## config.mk

```make
export PLATFORM = sky130hd
export DESIGN_NAME = sha256_round_ctrl
export DESIGN_NICKNAME = d
export VERILOG_FILES = /design/src/rtl/sha256_round_ctrl.sv
export SDC_FILE = /design/constraint.sdc
export NUM_CORES = 1
export LEC_CHECK = 0
export BUFFER_PORTS_ARGS = -buffer_cell sky130_fd_sc_hd__buf_2
export CAP_MARGIN = 20
export CORE_AREA = 2 2 47 49
export DETAILED_ROUTE_END_ITERATION = 6
export DIE_AREA = 0 0 49 51
export GPL_ROUTABILITY_DRIVEN = 0
export PLACE_DENSITY = 0.54
export SETUP_SLACK_MARGIN = 0.02
export SYNTH_ARGS = -nofsm -noshare
export SYNTH_HDL_FRONTEND = slang
export SYNTH_SLANG_ARGS = --single-unit
```

## constraint.sdc

```tcl
create_clock -name clk -period 3.8 [get_ports clk]
set_input_delay 0.38 -clock clk [delete_from_list [all_inputs] [get_ports clk]]
set_output_delay 0.38 -clock clk [all_outputs]
set_load 0.02 [all_outputs]
```

## src/rtl/sha256_round_ctrl.sv

```systemverilog
`default_nettype none
// ============================================================================
// Module   : sha256_round_ctrl
// Brief    : Sequencing FSM for the SHA-256 compression core. Drives the
//            external 7-bit round counter (load/enable), issues init/round/
//            final strobes to the datapath and repeats the round sequence
//            PASSES times per job. Start and done use valid/ready handshakes.
// Revision : 1.0 - initial release
// ============================================================================
module sha256_round_ctrl #(
  parameter  int ROUNDS = 64,
  parameter  int PASSES = 2,
  localparam int PW     = (PASSES > 1) ? $clog2(PASSES) : 1
) (
  input  logic          clk,
  input  logic          rst,
  input  logic          start_valid,
  output logic          start_ready,
  output logic          cnt_ld,
  output logic [6:0]    cnt_ld_data,
  output logic          cnt_en,
  input  logic [6:0]    cnt_value,
  output logic          core_init,
  output logic          round_en,
  output logic          core_final,
  output logic [PW-1:0] pass_idx,
  output logic          busy,
  output logic          done_valid,
  input  logic          done_ready,
  input  logic          abort
);

  typedef enum logic [2:0] {
    S_IDLE  = 3'd0,
    S_INIT  = 3'd1,
    S_ROUND = 3'd2,
    S_FINAL = 3'd3,
    S_DONE  = 3'd4
  } state_t;

  localparam logic [6:0]    c_last_round = 7'(ROUNDS - 1);
  localparam logic [PW-1:0] c_last_pass  = PW'(PASSES - 1);

  state_t        r_state;
  logic [PW-1:0] r_pass;
  state_t        w_nstate;
  logic [PW-1:0] w_npass;

  // The counter always restarts from zero; INIT loads it before every pass.
  assign cnt_ld_data = 7'd0;
  assign pass_idx    = r_pass;

  // Next-state and next-pass selection; abort overrides every other exit.
  always_comb begin
    w_nstate = r_state;
    w_npass  = r_pass;
    if ((r_state != S_IDLE) && abort) begin
      w_nstate = S_IDLE;
      w_npass  = '0;
    end else begin
      case (r_state)
        S_IDLE: begin
          if (start_valid) begin
            w_nstate = S_INIT;
            w_npass  = '0;
          end
        end
        S_INIT:  w_nstate = S_ROUND;
        S_ROUND: begin
          // >= rather than == so a corrupted count still leaves ROUND.
          if (cnt_value >= c_last_round) begin
            w_nstate = S_FINAL;
          end
        end
        S_FINAL: begin
          if (r_pass == c_last_pass) begin
            w_nstate = S_DONE;
          end else begin
            w_npass  = r_pass + 1'b1;
            w_nstate = S_INIT;
          end
        end
        S_DONE: begin
          if (done_ready) begin
            w_nstate = S_IDLE;
            w_npass  = '0;
          end
        end
        default: begin
          w_nstate = S_IDLE;
          w_npass  = '0;
        end
      endcase
    end
  end

  // State, pass and registered Moore outputs decoded from the next state.
  always_ff @(posedge clk or posedge rst) begin
    if (rst) begin
      r_state     <= S_IDLE;
      r_pass      <= '0;
      start_ready <= 1'b1;
      cnt_ld      <= 1'b0;
      cnt_en      <= 1'b0;
      core_init   <= 1'b0;
      round_en    <= 1'b0;
      core_final  <= 1'b0;
      busy        <= 1'b0;
      done_valid  <= 1'b0;
    end else begin
      r_state     <= w_nstate;
      r_pass      <= w_npass;
      start_ready <= (w_nstate == S_IDLE);
      cnt_ld      <= (w_nstate == S_INIT);
      core_init   <= (w_nstate == S_INIT);
      cnt_en      <= (w_nstate == S_ROUND);
      round_en    <= (w_nstate == S_ROUND);
      core_final  <= (w_nstate == S_FINAL);
      busy        <= (w_nstate != S_IDLE);
      done_valid  <= (w_nstate == S_DONE);
    end
  end

endmodule
`default_nettype wire

```

# Word-level counts from Yosys, hierarchy flattened
# Index checks and enable logic that the tools add are counted.
word_totals:
  reg_bits: 10
  in_bits: 12
  output_inout_bits: 16
  elab_cells: 39
classes:
  add_sub_neg: 1
  n_lt_le_gt_ge: 1
  n_eq_ne: 11
  n_mux: 11
  reduce_logical: 7
op_table:
  columns: ["cell", "n"]
  rows:
  - ["3-bit two-way mux", 5]
  - ["3-bit case mux with 5 select lines", 1]
  - ["3-bit by 2-bit equality test with 1-bit output, second input constant", 4]
  - ["7-bit by 6-bit >= comparator with 1-bit output, second input constant", 1]
  - ["3-bit by 1-bit equality test with 1-bit output, second input constant", 2]
  - ["3-bit equality test, second input constant", 2]
  - ["3-bit logical NOT", 2]
  - ["3-bit inequality test, second input constant", 2]
  - ["3-bit nonzero test", 2]
  - ["1-bit two-way mux", 4]
  - ["1-bit case mux with 4 select lines", 1]
  - ["3-bit AND reduction", 1]
  - ["2-bit by 1-bit inequality test with 1-bit output, second input constant", 1]
  - ["2-bit OR reduction", 1]
  - ["1-bit adder, second input constant", 1]
  - ["1-bit logical AND", 1]

# Longest topological paths before layout
logic_depth:
  word_depth: 5
  ltp_mapped: 6
  depth_no_buf: 5

# Least setup slack after synthesis
# OpenSTA, ideal clock, no wires.
synth_path:
  path_kind: "flip-flop to flip-flop"
  from: "reg r_pass, in the netlist pass_idx"
  to: "reg busy"
  arrival_time_ps: 1161
  path_slack_ps: 2521
  stages_incl_launch_ff: 6
  synth_period_minus_slack_ps: 1279
  cell_sequence: "dfrtp_1 > nand2b_1 > mux2i_1 > o221ai_2 > inv_2 > a21o_1"
synth_between:
  elab_chain_len: 4
synth_lines:
  columns: ["item", "line_no", "source"]
  rows:
  - ["start: declaration", "45", "logic [PW-1:0] r_pass;"]
  - ["start signal: assignment", "112", "r_pass <= w_npass;"]
  - ["3-bit two-way mux", "76", "if (r_pass == c_last_pass) begin"]
  - ["3-bit case mux with 5 select lines", "61", "case (r_state)"]
  - ["3-bit two-way mux", "57", "if ((r_state != S_IDLE) && abort) begin"]
  - ["via w_nstate[0]", "46", "state_t w_nstate;"]
  - ["3-bit nonzero test", "119", "busy <= (w_nstate != S_IDLE);"]
  - ["end signal: assignment", "119", null]
  - ["end: declaration", "27", "output logic busy,"]
# The timed path passes the listed nets, and every way through them passes these cells.
# A chain may end at the register's enable or synchronous reset.

# Worst setup path in the final report
layout_path:
  from: "reg r_state[1]"
  to: "reg busy"
layout_between:
  elab_chain_len: 4
  word_cells_on_any_way: 13
  classes_between: "eq/ne: 4; mux: 5; reduce/logical: 4"
layout_lines:
  columns: ["item", "line_no", "source"]
  rows:
  - ["start: declaration", "44", "state_t r_state;"]
  - ["start signal: assignment", "111", "r_state <= w_nstate;"]
  - ["3-bit equality test (tied with other cells)", "61", null]
  - ["3-bit case mux with 5 select lines / 1-bit logical AND (equally long branches)", "61, 57", null]
  - ["3-bit two-way mux (*)", "57", null]
  - ["via w_nstate[0]", "46", null]
  - ["3-bit nonzero test (*)", "119", null]
# The timed path passes the listed nets; every way through them passes the cells marked *.

==> impl_metrics.tcl <==
set metrics [dict create \
    cts.reportedPaths.clkPinSlew_ps 60 \
    post-route-drc-count 0 \
    synth_cell_type_count 23 \
    hold_buffers 0 \
    rsz0062_at_grt "no" \
    die_footprint_mm2 0.00250 \
    clock.fmax_mhz 711 \
    post_cts.resized_instances 0 \
    worstSetupPathType "flop to flop" \
    power_frac_clock 0.205 \
    grt.total_usage 0.0810 \
    post-route-cell-area_um2 664 \
    cts_max_level 1 \
    antenna_violations_before_repair 0 \
    grt_pass1_wl_um 1460 \
    drtAntennaViolNets 0 \
    antenna_cells 0 \
    critPathSlowestCell "sky130_fd_sc_hd__dfrtp_1" \
    post_synth_instance_area_um2 557 \
    worst_path_largest_cell_delay_ps 520 \
    cts.sink_count 10 \
    avgRoutedWirePerCell_um 8.79 \
    worstReg2RegEnd "busy" \
    pin_count_of_the_biggest_net_entering_global_routing 11 \
    critical_path.cell_chain "nand2b_4 -> mux2i_1 -> o221ai_2 -> inv_2 -> a21o_1" \
    synthTopCellsByCount "10 x sky130_fd_sc_hd__buf_4, 9 x sky130_fd_sc_hd__dfrtp_1, 5 x sky130_fd_sc_hd__a21oi_1, 5 x sky130_fd_sc_hd__nor2_1, 4 x sky130_fd_sc_hd__inv_1" \
    reg2reg_depth 5 \
    post-synth-top-area-fraction 0.404 \
    slew_viol_final 0 \
    drt_pre_antenna_iters 2 \
    cp-end-kind "flop" \
    flop_and_latch_count_out_of_synthesis 10 \
    power.share.combinational 0.404 \
    io_buffers 20 \
    clock-root-buffer "sky130_fd_sc_hd__clkbuf_4" \
    r2r_setup_slack_ps 2390 \
    ys_top_cells_by_area "sky130_fd_sc_hd__dfrtp_1 40%, sky130_fd_sc_hd__buf_4 13%, sky130_fd_sc_hd__dfstp_2 4.7%" \
    switchingPower_mw 0.179 \
    die-height_um 51 \
    pwr-share-seq 0.391 \
    power_leakage_nw 0.358 \
    status "finished clean" \
    power.ir.vdd_worst_uv 340 \
    syn2layout_area_growth_pct 19.3 \
    synth_ff_type "sky130_fd_sc_hd__dfrtp_1" \
    synthesis.area_per_instance_um2 9.94 \
    intPower_mw 0.275 \
    worst_clock_skew_ps 3.72 \
    switching_share 0.394 \
    setup_tns_ps 0 \
    initial_util 0.270 \
    yosysSeqAreaShare 0.452 \
    clock_tree_from_tritoncts "built" \
    post_drt_via_cell_ratio 4.01 \
    wirelength_um 905 \
    critPathBufInv 1 \
    max_cap_violations 0 \
    floorplan.rows 17 \
    cts_buffers 3 \
    hp-class "input port to async pin" \
    ctsLongestPathBuffers 2 \
    yosys_warnings 0 \
    detailed_place_hpwl_um 735 \
    worst_skew_pair.late_latency_ps 260 \
    path_max_fanout 9 \
    fin_crit_sh 0.370 \
    post-cts-setup-buffer-count 0 \
    layout.nets 88 \
    hold_violations 0 \
    placed_cell_area_um2 628 \
    yosys.cell_count.top_type "sky130_fd_sc_hd__buf_4" \
    cp.required_ps 3960 \
    grt_overflow 0 \
    setup_viol_count_final 0 \
    grt_pass1_vias 374 \
    rr_startpoint "r_state[1]" \
    worstSetupStartpointType "flop" \
    worst_path_dominant_cell_family "flip-flops" \
    synth_enable_flop_cells 0 \
    initialDrtViolationCount 3 \
    die_w_um 49 \
    async_flop_share 1.00 \
    drive_above_1_share 0.387 \
    power.density_mw_per_mm2 683 \
    timing.critical_path.arrival_ps 1560 \
    final_worst_path_period_need_ps 1410 \
    post_synth_inst_count 56 \
    floorplan.core_area_mm2 0.00206 \
    top_level_ports 28 \
    synth_top_area_cell "sky130_fd_sc_hd__dfrtp_1" \
    dr_total_vias 413 \
]
[layout by cell type (no fill, tap or decap), types with 2 or more instances in the layout]
cell,n
sky130_fd_sc_hd__dfrtp_1,9
sky130_fd_sc_hd__conb_1,7
sky130_fd_sc_hd__a21oi_1,5
sky130_fd_sc_hd__mux2i_1,2
sky130_fd_sc_hd__nand2b_1,3
sky130_fd_sc_hd__clkbuf_4,3
sky130_fd_sc_hd__nand2_1,2
sky130_fd_sc_hd__nand4_1,2
sky130_fd_sc_hd__buf_2,20
sky130_fd_sc_hd__nor2_1,5
sky130_fd_sc_hd__inv_1,4
[worst max path at each step]
stage | slack [ps] | start | cells after the start | end
6_report | 2390 | r_state[1] | 5 | busy
5_1_grt | 2320 | r_state[1] | 5 | busy
4_1_cts | 2400 | r_state[1] | 5 | busy
3_5_place_dp | 2400 | r_state[1] | 5 | busy
3_3_place_gp | 2400 | r_state[1] | 5 | busy
2_1_floorplan | 2520 | pass_idx | 5 | busy
[cell families (layout without fill, tap and decap cells)]
kind of cell	after synthesis	after routing	synth area share
adder cells (fa/ha/maj)	1	1	0.0180
other	1	7	0.00674
flip-flops	10	10	0.452
AND/OR/NAND/NOR	14	14	0.139
buffers and inverters	16	29	0.189
AO/OA/AOI/OAI	11	11	0.144
XOR/XNOR	1	1	0.0157
multiplexers	2	2	0.0360
[worst register-to-register path, stage by stage, from the launching register on]
cell	delay [ps]
sky130_fd_sc_hd__dfrtp_1	520
sky130_fd_sc_hd__nand2b_4	200
sky130_fd_sc_hd__mux2i_1	70
sky130_fd_sc_hd__o221ai_2	270
sky130_fd_sc_hd__inv_2	90
sky130_fd_sc_hd__a21o_1	160
[power groups by stage]
stage	clock [mW]	sequential, mW	combinational, mW
2_1_floorplan	0	0.189	0.154
3_3_place_gp	0	0.179	0.185
3_5_place_dp	0	0.180	0.186
4_1_cts	0.0991	0.178	0.186
5_1_grt	0.106	0.182	0.200
6_report	0.0931	0.178	0.183
[cell type report]
cell class	count	area (µm²)
inverter	5	18.8
clock buffer	4	36.3
fill	230	1400
sequential	10	251
tap	28	35.0
timing repair buffer	20	100
multi-input combinational	36	223
[metal layers]
metal | vias to the layer above | part of all wire | track usage
met2 | 14 | 0.52 | 0.146
met4 | 0 | 0 | 0.0143
met3 | 0 | 0.077 | 0.0614
met1 | 191 | 0.40 | 0.0730
li1 | 208 | - | -
met5 | - | 0 | 0
[flip-flops by register name (all words and copies together) (netlist names)]
| signal | cells |
|---|---|
| core_final | 1 |
| done_valid | 1 |
| r_state | 3 |
| core_init | 1 |
| round_en | 1 |
| busy | 1 |
| start_ready | 1 |
| pass_idx | 1 |
[metrics by stage]
step                worst slack, ps  hold WS, ps  utilization  std cells  power, mW
floorplan                      2520          219            -         62      0.343
global placement               2400          364        0.304         99      0.364
detailed placement             2400          361        0.304         99      0.366
CTS                            2400         67.6        0.322        103      0.463
global route                   2320         94.5        0.322        103      0.488
finish                         2390         72.1        0.322        103      0.454
(Power assumes the default switching activity.)
